File: src/rtl/hi_lo_muldiv_sequencer_pkg.sv
// Shared definitions for the HI/LO multiply/divide sequencer:
// operation and state encodings plus small op-classification helpers.
package hi_lo_muldiv_sequencer_pkg;

    typedef enum logic [2:0] {
        OP_MULT  = 3'd0,
        OP_MULTU = 3'd1,
        OP_DIV   = 3'd2,
        OP_DIVU  = 3'd3,
        OP_MADD  = 3'd4,
        OP_MSUB  = 3'd5,
        OP_MTHI  = 3'd6,
        OP_MTLO  = 3'd7
    } opE;

    typedef enum logic [2:0] {
        ST_IDLE  = 3'd0,
        ST_MUL   = 3'd1,
        ST_DIV   = 3'd2,
        ST_FIXUP = 3'd3,
        ST_ACC   = 3'd4
    } stateE;

    // One iteration per operand bit.
    localparam int ITER_COUNT = 32;

    function automatic logic isSignedOp(input opE op);
        return (op == OP_MULT) || (op == OP_DIV) || (op == OP_MADD) || (op == OP_MSUB);
    endfunction

    function automatic logic isMulOp(input opE op);
        return (op == OP_MULT) || (op == OP_MULTU) || (op == OP_MADD) || (op == OP_MSUB);
    endfunction

    function automatic logic isDivOp(input opE op);
        return (op == OP_DIV) || (op == OP_DIVU);
    endfunction

endpackage

File: src/rtl/hi_lo_muldiv_sequencer_iter.sv
// HI/LO iteration step datapath: one shift-add multiply step or one
// restoring shift-subtract divide step on the {partHi, partLo} pair.
// Multiply: partLo holds the multiplier, operand the multiplicand.
// Divide:   partLo holds the dividend/quotient, partHi the remainder,
//           operand the divisor.
module hi_lo_muldiv_sequencer_iter #(
    parameter int DATA_WIDTH = 32
) (
    input  logic                  divMode,
    input  logic                  step,
    input  logic [DATA_WIDTH-1:0] partHiIn,
    input  logic [DATA_WIDTH-1:0] partLoIn,
    input  logic [DATA_WIDTH-1:0] operand,
    output logic [DATA_WIDTH-1:0] partHiOut,
    output logic [DATA_WIDTH-1:0] partLoOut
);
    localparam int W = DATA_WIDTH;

    logic [W:0] mulSum;
    logic [W:0] divShift;
    logic [W:0] divTrial;

    // Single iteration; partials pass through unchanged when step is low.
    always_comb begin
        partHiOut = partHiIn;
        partLoOut = partLoIn;
        mulSum    = {1'b0, partHiIn} + (partLoIn[0] ? {1'b0, operand} : '0);
        divShift  = {partHiIn, partLoIn[W-1]};
        divTrial  = divShift - {1'b0, operand};
        if (step) begin
            if (divMode) begin
                // Negative trial (top bit set) means the divisor did not fit.
                if (divTrial[W]) begin
                    partHiOut = divShift[W-1:0];
                    partLoOut = {partLoIn[W-2:0], 1'b0};
                end else begin
                    partHiOut = divTrial[W-1:0];
                    partLoOut = {partLoIn[W-2:0], 1'b1};
                end
            end else begin
                partHiOut = mulSum[W:1];
                partLoOut = {mulSum[0], partLoIn[W-1:1]};
            end
        end
    end

endmodule

File: src/rtl/hi_lo_muldiv_sequencer.sv
// HI/LO register pair owner sitting beside EX. Sequences iterative
// multiply/divide (32 steps + sign fixup, plus an accumulate step for
// MADD/MSUB), handles single-cycle MTHI/MTLO and divide-by-zero, and
// raises Stall when a HI/LO op or MFHI/MFLO meets a busy unit.
module hi_lo_muldiv_sequencer
    import hi_lo_muldiv_sequencer_pkg::*;
#(
    parameter int DATA_WIDTH = 32,
    parameter int CNT_WIDTH  = 6
) (
    input  logic                  Clk,
    input  logic                  Rst,
    input  logic                  Start,
    input  logic [2:0]            Op,
    input  logic [DATA_WIDTH-1:0] OpA,
    input  logic [DATA_WIDTH-1:0] OpB,
    input  logic                  ReadReq,
    input  logic                  Flush,
    output logic [DATA_WIDTH-1:0] ReadDataHi,
    output logic [DATA_WIDTH-1:0] ReadDataLo,
    output logic                  Busy,
    output logic                  Stall,
    output logic                  Done,
    output logic                  DivByZero
);
    localparam int W = DATA_WIDTH;

    stateE                state, nextState;
    opE                   opIn, opReg;
    logic [CNT_WIDTH-1:0] iterCnt;
    logic [W-1:0]         hiReg, loReg;
    logic [W-1:0]         partHi, partLo, operand, stepHi, stepLo;
    logic [W-1:0]         absA, absB, fixQuot, fixRem;
    logic [2*W-1:0]       prod, fixProd, accSum;
    logic                 negRes, negRem, signedIn;
    logic                 accept, acceptMul, acceptDiv, acceptDbz;
    logic                 lastIter, iterating, accOp, writeFix, writeAcc;

    assign opIn       = opE'(Op);
    assign ReadDataHi = hiReg;
    assign ReadDataLo = loReg;

    // Signed ops iterate on magnitudes; the signs are re-applied in FIXUP.
    assign signedIn = isSignedOp(opIn);
    assign absA     = (signedIn && OpA[W-1]) ? -OpA : OpA;
    assign absB     = (signedIn && OpB[W-1]) ? -OpB : OpB;

    assign acceptMul = accept && isMulOp(opIn);
    assign acceptDiv = accept && isDivOp(opIn) && (OpB != '0);
    assign acceptDbz = accept && isDivOp(opIn) && (OpB == '0);

    assign iterating = (state == ST_MUL) || (state == ST_DIV);
    assign lastIter  = (iterCnt == CNT_WIDTH'(ITER_COUNT - 1));
    assign accOp     = (opReg == OP_MADD) || (opReg == OP_MSUB);
    assign writeFix  = (state == ST_FIXUP) && !accOp && !Flush;
    assign writeAcc  = (state == ST_ACC) && !Flush;

    // Sign fixup and accumulate arithmetic, all modulo 2^(2W).
    assign prod    = {partHi, partLo};
    assign fixProd = negRes ? -prod : prod;
    assign fixQuot = negRes ? -partLo : partLo;
    assign fixRem  = negRem ? -partHi : partHi;
    assign accSum  = (opReg == OP_MSUB) ? ({hiReg, loReg} - prod) : ({hiReg, loReg} + prod);

    hi_lo_muldiv_sequencer_iter #(
        .DATA_WIDTH(W)
    ) uIter (
        .divMode  (state == ST_DIV),
        .step     (iterating),
        .partHiIn (partHi),
        .partLoIn (partLo),
        .operand  (operand),
        .partHiOut(stepHi),
        .partLoOut(stepLo)
    );

    // Next-state, accept and stall decode; Flush overrides everything.
    always_comb begin
        nextState = state;
        accept    = 1'b0;
        Busy      = (state != ST_IDLE);
        Stall     = 1'b0;
        case (state)
            ST_IDLE: begin
                accept = Start;
                if (Start && isMulOp(opIn)) begin
                    nextState = ST_MUL;
                end else if (Start && isDivOp(opIn) && (OpB != '0)) begin
                    nextState = ST_DIV;
                end
            end
            ST_MUL, ST_DIV: begin
                if (lastIter) nextState = ST_FIXUP;
            end
            ST_FIXUP: nextState = accOp ? ST_ACC : ST_IDLE;
            ST_ACC:   nextState = ST_IDLE;
            default:  nextState = ST_IDLE;
        endcase
        Stall = Busy && (Start || ReadReq);
        if (Flush) begin
            nextState = ST_IDLE;
            accept    = 1'b0;
        end
    end

    // State register, iteration counter and result pulses.
    always_ff @(posedge Clk or negedge Rst) begin
        if (!Rst) begin
            state     <= ST_IDLE;
            iterCnt   <= '0;
            Done      <= 1'b0;
            DivByZero <= 1'b0;
        end else begin
            state     <= nextState;
            Done      <= writeFix || writeAcc;
            DivByZero <= acceptDbz;
            if (accept) begin
                iterCnt <= '0;
            end else if (iterating) begin
                iterCnt <= iterCnt + CNT_WIDTH'(1);
            end
        end
    end

    // Architectural HI/LO: direct moves, divide-by-zero, fixup and accumulate writes.
    always_ff @(posedge Clk or negedge Rst) begin
        if (!Rst) begin
            hiReg <= '0;
            loReg <= '0;
        end else if (accept && (opIn == OP_MTHI)) begin
            hiReg <= OpA;
        end else if (accept && (opIn == OP_MTLO)) begin
            loReg <= OpA;
        end else if (acceptDbz) begin
            hiReg <= OpA;
            loReg <= '1;
        end else if (writeFix) begin
            if ((opReg == OP_DIV) || (opReg == OP_DIVU)) begin
                hiReg <= fixRem;
                loReg <= fixQuot;
            end else begin
                {hiReg, loReg} <= fixProd;
            end
        end else if (writeAcc) begin
            {hiReg, loReg} <= accSum;
        end
    end

    // Iteration partials: loaded on accept, stepped while iterating,
    // and holding the signed product between FIXUP and ACC.
    always_ff @(posedge Clk) begin
        if (acceptMul || acceptDiv) begin
            opReg   <= opIn;
            partHi  <= '0;
            partLo  <= acceptMul ? absB : absA;
            operand <= acceptMul ? absA : absB;
            negRes  <= signedIn && (OpA[W-1] ^ OpB[W-1]);
            negRem  <= signedIn && OpA[W-1];
        end else if (iterating) begin
            partHi <= stepHi;
            partLo <= stepLo;
        end else if ((state == ST_FIXUP) && accOp) begin
            {partHi, partLo} <= fixProd;
        end
    end

endmodule
File: config.mk
export PLATFORM = sky130hd
export DESIGN_NAME = hi_lo_muldiv_sequencer
export DESIGN_NICKNAME = d
export VERILOG_FILES = /design/src/rtl/hi_lo_muldiv_sequencer_pkg.sv /design/src/rtl/hi_lo_muldiv_sequencer_iter.sv /design/src/rtl/hi_lo_muldiv_sequencer.sv
export SDC_FILE = /design/constraint.sdc
export NUM_CORES = 1
export LEC_CHECK = 0
export BUFFER_PORTS_ARGS = -buffer_cell sky130_fd_sc_hd__buf_2
export CORE_MARGIN = 2
export CORE_UTILIZATION = 25
export DETAILED_ROUTE_END_ITERATION = 10
export PLACE_DENSITY = 0.5
export SETUP_SLACK_MARGIN = 0.5
export SLEW_MARGIN = 20
export SYNTH_ARGS = -nofsm -noshare
export SYNTH_HDL_FRONTEND = slang
export SYNTH_SLANG_ARGS = --single-unit
File: constraint.sdc
create_clock -name Clk -period 10.5 [get_ports Clk]
set_input_delay 2.1 -clock Clk [delete_from_list [all_inputs] [get_ports Clk]]
set_output_delay 2.1 -clock Clk [all_outputs]
set_load 0.02 [all_outputs]
* After elaboration in Yosys (flattened, before gate mapping)
Cells that the tools add are included. Widths: inputs -> output; s select.
Operators by class: add/sub/neg operators 10, eq/ne operators 19, mux-type cells 39, bitwise operators 2, reduce and logical (&&, ||, !) cells 46
Operators by type and width (number):
- $mux 32 | 26
- $mux 64 | 2
- $neg 32->32 | 4
- $add 64x64->64 | 1
- $neg 64->64 | 1
- $sub 64x64->64 | 1
- $add 32x33->33 | 1
- $sub 33x32->33 | 1
- $logic_not 32->1 | 1
- $reduce_bool 32->1 | 1
- $eq 3x3->1 const B | 7
- $eq 3x2->1 const B | 6
- $logic_and 1x1->1 | 17
- $mux 3 | 5
- $logic_or 1x1->1 | 13
- $mux 6 | 2
- $pmux 3 s3 | 1
- $reduce_bool 4->1 | 2
- $add 6x1->6 const B | 1
- $eq 3x1->1 const B | 2
- $eq 6x5->1 const B | 1
- $logic_not 3->1 | 2
- $reduce_and 2->1 | 3
- $reduce_bool 3->1 | 2
- 9 further kinds | 13
Storage, ports and cells: register bits 176, input bits 72, output and inout bits 68, logic and storage cells 128

* Logic depth before layout (Yosys ltp)
Gate-level depths: netlist of the first run.
word-level depth 9, depth in mapped cells 25, depth with buffers taken out 21

* Cells and area by module
Synthesis of the first run repeated with hierarchy kept, for this count alone.
Second synthesis, totals: cell total of the unflattened synthesis 2963, area, all modules 22152.5 um^2
Modules (own cells, without submodules):
- hi_lo_muldiv_sequencer | times used 1, cells an instance 2164, area each 16846.2 um^2, seq. area each 4589.4 um^2
- hi_lo_muldiv_sequencer_iter | times used 1, cells an instance 799, area each 5306.3 um^2, seq. area each 0.0 um^2

* Worst setup path after synthesis of the first run
OpenSTA, ideal clock, no wires.
path kind reg2reg, start register partLo[0], end register hiReg[21] (netlist: ReadDataHi[21]), library setup time 137 ps, arrival time 5451 ps, data required time 10363 ps, path slack 4912 ps, stages on the path, launching flop included 24, path buffers 3, clock period less this slack 5588 ps, cells stage by stage edfxtp_1 > inv_1 > clkbuf_1 > ha_1 > or3b_4 > or4b_1 > buf_2 > or3_4 > nor2_2 > buf_4 > nand2_1 > nand2_1 > xor2_1 > ha_1 > a21o_1 > or2_2 > a2111oi_0 > nor2_1 > a22oi_1 > o21ai_0 > o21ba_2 > a31oi_1 > xor2_1 > a21oi_1
Between the ends: word-level cells in the longest chain between the ends 7
Ends and longest elaborated chain:
- from (decl) | RTL line hi_lo_muldiv_sequencer.sv:32 | logic [W-1:0] partHi, partLo, operand, stepHi, stepLo;
- from (signal assigned) | RTL line hi_lo_muldiv_sequencer.sv:155 | partLo <= acceptMul ? absB : absA;
- from (signal assigned) | RTL line hi_lo_muldiv_sequencer.sv:161 | partLo <= stepLo;
- from (signal assigned) | RTL line hi_lo_muldiv_sequencer.sv:163 | {partHi, partLo} <= fixProd;
- $add 64x64->64 (tied with other cells) | RTL line hi_lo_muldiv_sequencer.sv:63 | assign accSum = (opReg == OP_MSUB) ? ({hiReg, loReg} - prod) : ({hiReg, loReg} + prod);
- $mux 64 (on tied branches) | RTL line hi_lo_muldiv_sequencer.sv:63, hi_lo_muldiv_sequencer.sv:60
- $mux 32 (on tied branches) | RTL line hi_lo_muldiv_sequencer.sv:144, hi_lo_muldiv_sequencer.sv:138
- $mux 32 (*) | RTL line hi_lo_muldiv_sequencer.sv:137 | end else if (writeFix) begin
- $mux 32 (*) | RTL line hi_lo_muldiv_sequencer.sv:134 | end else if (acceptDbz) begin
- $mux 32 (*) | RTL line hi_lo_muldiv_sequencer.sv:132 | end else if (accept && (opIn == OP_MTLO)) begin
- $mux 32 (*) | RTL line hi_lo_muldiv_sequencer.sv:130 | end else if (accept && (opIn == OP_MTHI)) begin
- to (signal assigned) | RTL line hi_lo_muldiv_sequencer.sv:131 | hiReg <= OpA;
- to (signal assigned) | RTL line hi_lo_muldiv_sequencer.sv:135 | hiReg <= OpA;
- to (signal assigned) | RTL line hi_lo_muldiv_sequencer.sv:139 | hiReg <= fixRem;
- to (decl) | RTL line hi_lo_muldiv_sequencer.sv:31 | logic [W-1:0] hiReg, loReg;
Every way passes the cells marked *; elsewhere a longest branch is shown, timed or not. The select of a mux whose other input is x is not followed. A chain may end at the register's enable or synchronous reset.

* Worst setup path after layout of the first run
start register partLo[0], end register hiReg[23] (netlist: ReadDataHi[23])
The elaborated chain is that of the path after synthesis.

==> results of run 1 <==
-- placed cells by master (no fill, tap or decap), types with 35 or more instances in the layout --
cell type	netlist	layout
nand2_1	362	361
a21oi_1	274	273
nor2_1	245	243
o21ai_0	218	218
xor2_1	156	155
buf_2	9	138
xnor2_1	132	132
ha_1	132	132
inv_1	88	87
nand3_1	83	83
a21o_1	82	82
dfrtp_1	75	75
edfxtp_1	69	69
mux2i_1	63	63
nor3_1	52	52
o31ai_1	45	44
a31oi_1	38	38
a211oi_1	36	36
buf_4	2	35
-- path summary, 6_finish.rpt --
kind	startpoint	slack (ns)	depth (start not counted)	to
worst max-delay path	partLo[0]$_DFFE_PP_	3.20	21	ReadDataHi[23]$_DFFE_PN0P_
worst min-delay path	iterCnt[0]$_DFFE_PN0P_	0.54	1	iterCnt[0]$_DFFE_PN0P_
worst max register to register	partLo[0]$_DFFE_PP_	3.20	21	ReadDataHi[23]$_DFFE_PN0P_
worst min register to register	iterCnt[0]$_DFFE_PN0P_	0.54	1	iterCnt[0]$_DFFE_PN0P_
max in group asynchronous	Rst	7.85	2	ReadDataHi[27]$_DFFE_PN0P_
min in group asynchronous	Rst	1.42	1	ReadDataLo[8]$_DFFE_PN0P_
-- power by group through the flow --
stage | clock network, mW | logic, mW | registers [mW]
after global routing | 0.747 | 7.19 | 1.67
after CTS | 0.721 | 6.48 | 1.63
after floorplan | 0 | 4.76 | 1.42
after detailed placement | 0 | 6.45 | 1.65
final | 0.713 | 6.53 | 1.64
after global placement | 0 | 6.48 | 1.64
-- synthesized netlist by cell type (23+ instances only) --
| library cell | number | area share [%] |
|---|---|---|
| dfrtp_1 | 75 | 8.8 |
| o211ai_1 | 30 | 1.1 |
| nor2b_1 | 23 | 0.67 |
| nor3_1 | 52 | 1.2 |
| nand2b_1 | 27 | 0.79 |
| a31oi_1 | 38 | 1.1 |
| edfxtp_1 | 69 | 9.7 |
| nor2_1 | 245 | 4.3 |
| o31ai_1 | 45 | 1.6 |
| xor2_1 | 156 | 6.4 |
| nand4_1 | 29 | 0.85 |
| xnor2_1 | 132 | 5.4 |
| o21ai_0 | 218 | 5.1 |
| o221ai_1 | 33 | 1.4 |
| or3_1 | 29 | 0.85 |
| a21oi_1 | 274 | 6.4 |
| nand3_1 | 83 | 1.9 |
| inv_1 | 88 | 1.5 |
| a21o_1 | 82 | 2.9 |
| a211oi_1 | 36 | 1.3 |
| nand2_1 | 362 | 6.4 |
| ha_1 | 132 | 7.7 |
| dfxtp_1 | 32 | 3.0 |
| mux2i_1 | 63 | 3.0 |
| clkbuf_1 | 178 | 3.1 |
-- registers in the layout (all words and copies together), names as in the netlist, 3 cells and up --
| signal | cells |
|---|---|
| state | 3 |
| partLo | 32 |
| operand | 32 |
| opReg | 3 |
| iterCnt | 6 |
| ReadDataHi | 32 |
| partHi | 32 |
| ReadDataLo | 32 |
-- cell type report --
cell class | instances | area share [%]
flip-flops and latches | 176 | 19.45
multi-input cells | 2419 | 66.36
clock inverters | 14 | 0.7690
repair buffers | 173 | 4.041
inverters | 91 | 1.448
well taps | 1144 | 6.067
clock buffers | 18 | 1.862
-- per-layer routing --
layer | share of wire (%) | track usage, % | vias up
li1 | - | - | 10505
met4 | 4.4 | 9.029 | 0
met2 | 48 | 36.56 | 836
met5 | 0 | 0 | -
met3 | 5.9 | 2.960 | 171
met1 | 42 | 27.21 | 10872
-- cells by family (layout without fill, tap and decap cells) --
| group | after synthesis | count (layout) | share of synthesized area [%] |
|---|---|---|---|
| XOR/XNOR | 288 | 288 | 11.83 |
| AO/OA/AOI/OAI | 957 | 957 | 28.79 |
| AND/OR/NAND/NOR | 972 | 972 | 21.22 |
| multiplexers | 67 | 67 | 3.168 |
| adder cells (fa/ha/maj) | 135 | 135 | 8.025 |
| flip-flops | 176 | 176 | 21.52 |
| buffers and inverters | 294 | 296 | 5.450 |
-- through the flow --
stage | power [mW] | hold WS, ns | std cells
2_1_floorplan | 6.179 | 0.4895 | 2889
3_3_place_gp | 8.125 | 0.5217 | 4003
3_5_place_dp | 8.093 | 0.5370 | 4003
4_1_cts | 8.834 | 0.5490 | 4035
5_1_grt | 9.599 | 0.5708 | 4035
6_report | 8.889 | 0.5419 | 4035
-- worst max-delay path: cells and delay by family (launching register included) --
family / cells / cell delay (ns)
AND/OR/NAND/NOR: 8 / 2.93
AO/OA/AOI/OAI: 8 / 2.22
adder cells (fa/ha/maj): 2 / 0.63
flip-flops: 1 / 0.52
buffers and inverters: 1 / 0.51
XOR/XNOR: 2 / 0.39
==> parameters.txt, run 1 <==
Parameter                              Value

Logic synthesis
  Post-synthesis sequential area ratio    21.52%
  Count of flip-flops with a built-in enable after synthesis    69
  Number of different library cells in the post-synthesis netlist    99
  Synth Net Count    3096
  Synthesized netlist cell count    2889
  Predominant post-synthesis flop cell    dfrtp_1
  Synth warn    0
  Total standard cell area after synthesis    21330 µm²
  Synthesis-stage register bit count    around 180
  Fraction of registers with async set/reset    between 40% and 50%
  Mean Syn Cell Area    7.382 µm²

Route
  Via total after detailed routing    22384
  Routed length per placed instance    23.87 µm
  Mean number of vias per cell    5.547
  Count of unresolved DRC violations after routing    0
  Detailed Routing Iterations Pass 1    6
  Iteration-0 DRC count of the detailed router    2239
  Number of nets still failing antenna checks after routing    0
  Final routed wirelength across all metal layers    96310 µm

Layout
  Final-layout fill cell count    9508
  Number of nets in the layout    between 3000 and 4000
  Layout Area Growth over Synthesis    10.61%
  Utilization after layout    27.79%
  Sequential cell area    between 4000 and 5000 µm²
  Ratio of cells with drive above 1 in the final layout    9.374%
  Total non-filler cell area in the finished layout    23590 µm²
  Area taken by multi-input logic gates    around 16000 µm²
  Total inserted antenna cells    0

STA
  Sum of negative setup slack    0 ns
  Final min period    7.305 ns
  Post-route clock skew    0.02465 ns
  # setup viols final    0
  Min setup slack post-route    3.195 ns
  Measured slew at the worst slew-check pin    0.9662 ns
  Setup repair after global routing missed its margin    false
  Fin crit share    between 60% and 70%
  Number of pins with negative max-slew slack in the final report    0
  Highest Clock Rate    136.9 MHz
  Worst max-slew margin expressed relative to the limit    around 34%
  Final Hold Vio Count    0

Run
  Max-cap check violation count    0

Global routing
  Maximum number of pins on one net before global-route repair    66
  Total overflow reported by the global router    0
  Overall routing resource usage    21.52%
  Wire length of the first global-routing pass    140700 µm
  Vias in the first global route    21335
  Initial antenna violation count    2

Clocking
  Maximum level of the CTS H-tree    4
  Maximum number of buffers from clock root to sink    2
  Cell at the root of the clock tree    clkbuf_16
  Clock latency reported for the late side of the worst-skew pair    0.50 ns
  Number of buffers added by the clock tree synthesis step    17
  Clock input transition at the sequential cells of the worst setup and hold paths    0.08 ns
  Count of clock tree sinks    176
  Post-CTS sizing    0
  TritonCTS clock tree    yes
  Number of buffers inserted by post-CTS setup repair    0
  Hold bufs inserted after CTS    0

Floorplan
  Chip height    296.1 µm
  X dimension of the die    296.1 µm
  Number of top-level design ports    140
  Die outline area    87660 µm²
  Placeable Area    84880 µm²
  Placement row count    107
  Starting density of the core    25.13%

Worst hold path
  Hold WC Path Type    reg2reg

Placement
  Dpl cell area    22960 µm²
  Routability congestion estimate    0.9584
  Total half-perimeter wirelength after legalization and detailed placement    76310 µm
  Port bufs    ~140
  Pre-CTS setup slack    about 2.8 ns

Worst setup path
  Required time of the worst setup path    about 11 ns
  Critical setup path kind    reg2reg
  Worst path arrival time    7.71 ns
  Startpoint type of the worst setup path    flop
  Slowest CP cell    or4b_1
  Critical path endpoint category    flop
  Largest driver fanout on the critical path    32
  Most frequent CP cell    o21ai_0
  CP max stage delay    0.65 ns
  Cell Chain, Critical Path    inv_2 -> ha_1 -> or3b_4 -> or4b_1 -> or3_4 -> nor2_2 -> nand3_1 -> nor3_1 -> nor2_1 -> xnor2_1 -> ha_1 -> a21oi_1 -> o21ai_0 -> a2111oi_0 -> nor3_1 -> a22oi_1 -> o21ai_0 -> a21boi_0 -> xnor2_1 -> o21ai_0 -> a21oi_1

Power and ir drop
  Leakage Power    9.740 nW
  Gate power share    between 70% and 80%
  Areal power density over the cells    376.8 nW/µm²
  Clock group share of total power    around 8.0%
  P_int    3.900 mW
  Sw Ratio    56.13%
  Switching power of the nets    4.989 mW
  Maximum VDD drop    0.1460 mV
  Sequential share of power    a little under a fifth

Outcome
  Run status    complete, no violations
Power figures use the tool's default switching activity.
==> inputs of run 2 (changes only) <==
--- a/config.mk
+++ b/config.mk
@@ -5,11 +5,12 @@
 export SDC_FILE = /design/constraint.sdc
 export NUM_CORES = 1
 export LEC_CHECK = 0
+export ABC_AREA = 1
 export BUFFER_PORTS_ARGS = -buffer_cell sky130_fd_sc_hd__buf_2
 export CORE_MARGIN = 2
 export CORE_UTILIZATION = 25
 export DETAILED_ROUTE_END_ITERATION = 10
-export PLACE_DENSITY = 0.5
+export PLACE_DENSITY = 0.49
 export SETUP_SLACK_MARGIN = 0.5
 export SLEW_MARGIN = 20
 export SYNTH_ARGS = -nofsm -noshare
==> constraint.sdc (replaced) <==
create_clock -name Clk -period 7.35 [get_ports Clk]
set_input_delay 1.47 -clock Clk [delete_from_list [all_inputs] [get_ports Clk]]
set_output_delay 1.47 -clock Clk [all_outputs]
set_load 0.02 [all_outputs]
==> parameters.txt, run 2 <==
Parameter                              Value

Outcome
  Run status    complete, no violations

STA
  Measured slew at the worst slew-check pin    1.063 ns
  Fin crit share    69.24%
  Final Hold Vio Count    0
  Sum of negative setup slack    0 ns
  Highest Clock Rate    196.5 MHz
  Number of pins with negative max-slew slack in the final report    0
  # setup viols final    0
  Setup repair after global routing missed its margin    false
  Worst max-slew margin expressed relative to the limit    29.14%
  Post-route clock skew    approximately 0.024 ns
  Final min period    5.089 ns

Clocking
  Maximum level of the CTS H-tree    4
  Post-CTS sizing    0
  Maximum number of buffers from clock root to sink    2
  Clock input transition at the sequential cells of the worst setup and hold paths    0.08 ns
  Cell at the root of the clock tree    clkbuf_16
  Clock latency reported for the late side of the worst-skew pair    0.52 ns
  Hold bufs inserted after CTS    0
  Number of buffers inserted by post-CTS setup repair    0
  Count of clock tree sinks    176
  TritonCTS clock tree    yes
  Number of buffers added by the clock tree synthesis step    17

Logic synthesis
  Synth warn    0
  Post-synthesis cell type with the largest combined area    nand2_1
  Most common cell in the netlist    nand2_1
  Synthesis-stage register bit count    between 150 and 200
  Synthesized netlist cell count    4543
  Mean Syn Cell Area    5.641 µm²
  Number of different library cells in the post-synthesis netlist    60
  Synth Net Count    between 4000 and 5000
  Total standard cell area after synthesis    around 26000 µm²
  Predominant post-synthesis flop cell    dfrtp_1
  Area share of the leading cell type in the synthesized netlist    21.11%
  Count of flip-flops with a built-in enable after synthesis    slightly below 70
  Post-synthesis sequential area ratio    ~18%
  Synth cell count leaders    nand2_1 (1441), inv_1 (548), nor2_1 (481)
  Main area contributors after synthesis    nand2_1 (21%), edfxtp_1 (8.1%), inv_1 (8.0%), nand3_1 (7.7%), dfrtp_1 (7.3%)
  Fraction of registers with async set/reset    42.61%

Layout
  Top library cells by usage in the layout, fill and taps aside    nand2_1 (1439), inv_1 (548), nor2_1 (480)
  Sequential cell area    between 4000 and 5000 µm²
  Final-layout fill cell count    11773
  Number of nets in the layout    4787
  Layout Area Growth over Synthesis    9.814%
  Most common cell after layout, fill and taps aside    nand2_1
  Utilization after layout    between 20% and 30%
  Total inserted antenna cells    0
  Ratio of cells with drive above 1 in the final layout    6.314%
  Area taken by multi-input logic gates    18240 µm²

Worst setup path
  Number of cells on the worst reg-to-reg path    19
  Slack of the worst reg-to-reg path    2.26 ns
  Bufs and invs on worst path    1
  Slowest CP cell    nor4_1
  Critical path capture point    ReadDataHi[24]$_DFFE_PN0P_
  Critical path endpoint category    flop
  Logic depth of the worst path, buffers included    19
  Cell Chain, Critical Path    nor2_1 -> nand2_1 -> nor2_1 -> nand2_1 -> nor2_2 -> nand3_1 -> a31oi_1 -> ha_1 -> nand2_1 -> nor2_1 -> inv_1 -> nor4_1 -> nand3_1 -> nand2_1 -> nand2_1 -> nand3_1 -> nand2_1 -> nand2_1 -> nand2_1
  Destination of the worst register-to-register timing path    ReadDataHi[24]$_DFFE_PN0P_
  Largest driver fanout on the critical path    7
  CP max stage delay    0.82 ns
  Worst path arrival time    5.49 ns
  Largest delay share family, worst path    simple AND/OR/NAND/NOR gates
  R2R Path Start    partLo[24]$_DFFE_PP_
  Origin of the worst setup path    partLo[24]$_DFFE_PP_
  Most frequent CP cell    nand2_1
  Startpoint type of the worst setup path    flop
  Critical setup path kind    reg2reg
  Required time of the worst setup path    about 7.8 ns

Floorplan
  Die outline area    around 110000 µm²
  Starting density of the core    25.19%
  Chip height    324.2 µm
  Placeable Area    101700 µm²
  Number of top-level design ports    between 100 and 150
  Placement row count    117
  X dimension of the die    324.2 µm

Route
  Number of nets still failing antenna checks after routing    0
  Final routed wirelength across all metal layers    138800 µm
  Top metal layer carrying routed signals    met5
  Total length of routed met3 wires    9298 µm
  Iteration-0 DRC count of the detailed router    ~3600
  Detailed Routing Iterations Pass 1    9
  Via total after detailed routing    31073
  WL met1    between 50000 and 60000 µm
  Routed length per placed instance    23.28 µm
  Count of unresolved DRC violations after routing    0
  Routed length on met2    63990 µm
  Mean number of vias per cell    5.213

Power and ir drop
  Leakage Power    between 10 and 15 nW
  Maximum VDD drop    0.1567 mV
  Areal power density over the cells    between 400 and 500 nW/µm²

Global routing
  Vias in the first global route    28596
  Maximum number of pins on one net before global-route repair    81
  Overall routing resource usage    about a quarter
  Total overflow reported by the global router    0
  Initial antenna violation count    6
  Wire length of the first global-routing pass    196300 µm

Worst hold path
  Min-Delay Path Depth    1
  Hold WC Path Type    reg2reg

Placement
  Port bufs    about 140
  Total half-perimeter wirelength after legalization and detailed placement    around 110000 µm
  Routability congestion estimate    roughly 1

Run
  Max-cap check violation count    0
-- run 2: worst reg2reg max path: stages, from the launching register on --
cell and delay [ns]:
edfxtp_1 0.52, nor2_1 0.23, nand2_1 0.10, nor2_1 0.49, nand2_1 0.13, nor2_2 0.46
nand3_1 0.18, a31oi_1 0.52, ha_1 0.29, nand2_1 0.13, nor2_1 0.12, inv_1 0.09
nor4_1 0.82, nand3_1 0.40, nand2_1 0.17, nand2_1 0.06, nand3_1 0.07, nand2_1 0.06
nand2_1 0.09, nand2_1 0.06
-- run 2: cell type report --
cell class              instances  area share (%)
clock buffers                  22           1.765
inverters                     572           7.634
multi-input cells            3654           64.80
well taps                    1368           6.082
flip-flops and latches        176           16.31
clock inverters                10          0.3913
repair buffers                159           3.015
-- run 2: logic make-up after synthesis --
| kind of cell | synth area share (%) |
|---|---|
| and+or+nand+nor | 41.19 |
| AOI/OAI and AO/OA | 19.08 |
| muxes | 0.03906 |
| buffers and inverters | 11.07 |
| DFF | 17.91 |
| adders and majority gates | 6.679 |
| xor gates and xnor gates | 4.033 |
-- run 2: worst min path at each step --
stage                            from                      to
2_1_floorplan  iterCnt[5]$_DFFE_PN0P_  iterCnt[5]$_DFFE_PN0P_
3_3_place_gp   iterCnt[5]$_DFFE_PN0P_  iterCnt[5]$_DFFE_PN0P_
3_5_place_dp   iterCnt[5]$_DFFE_PN0P_  iterCnt[5]$_DFFE_PN0P_
4_1_cts        iterCnt[5]$_DFFE_PN0P_  iterCnt[5]$_DFFE_PN0P_
5_1_grt        iterCnt[5]$_DFFE_PN0P_  iterCnt[5]$_DFFE_PN0P_
6_report       iterCnt[5]$_DFFE_PN0P_  iterCnt[5]$_DFFE_PN0P_
-- run 2: stage by stage --
step	hold WS, ns	instances	total power [mW]	instance area, µm²	setup WS, ns
detailed placement	0.4604	5929	11.79	27530	2.529
CTS	0.4783	5961	12.86	28140	2.498
global placement	0.4547	5929	11.83	27530	2.304
global route	0.4924	5961	14.04	28140	1.987
floorplan	0.4334	4543	8.389	25630	3.898
finish	0.4795	5961	12.98	28140	2.261
-- run 2: where the power goes --
part	internal, mW	switching (mW)
Sequential	1.50	0.783
Clock	0.525	0.495
Combinational	2.88	6.80
-- run 2: layer usage --
layer	vias up	global-route usage, %
met2	1307	42.63
met4	4	12.52
li1	14957	-
met1	14556	33.26
met3	249	3.365
met5	-	0
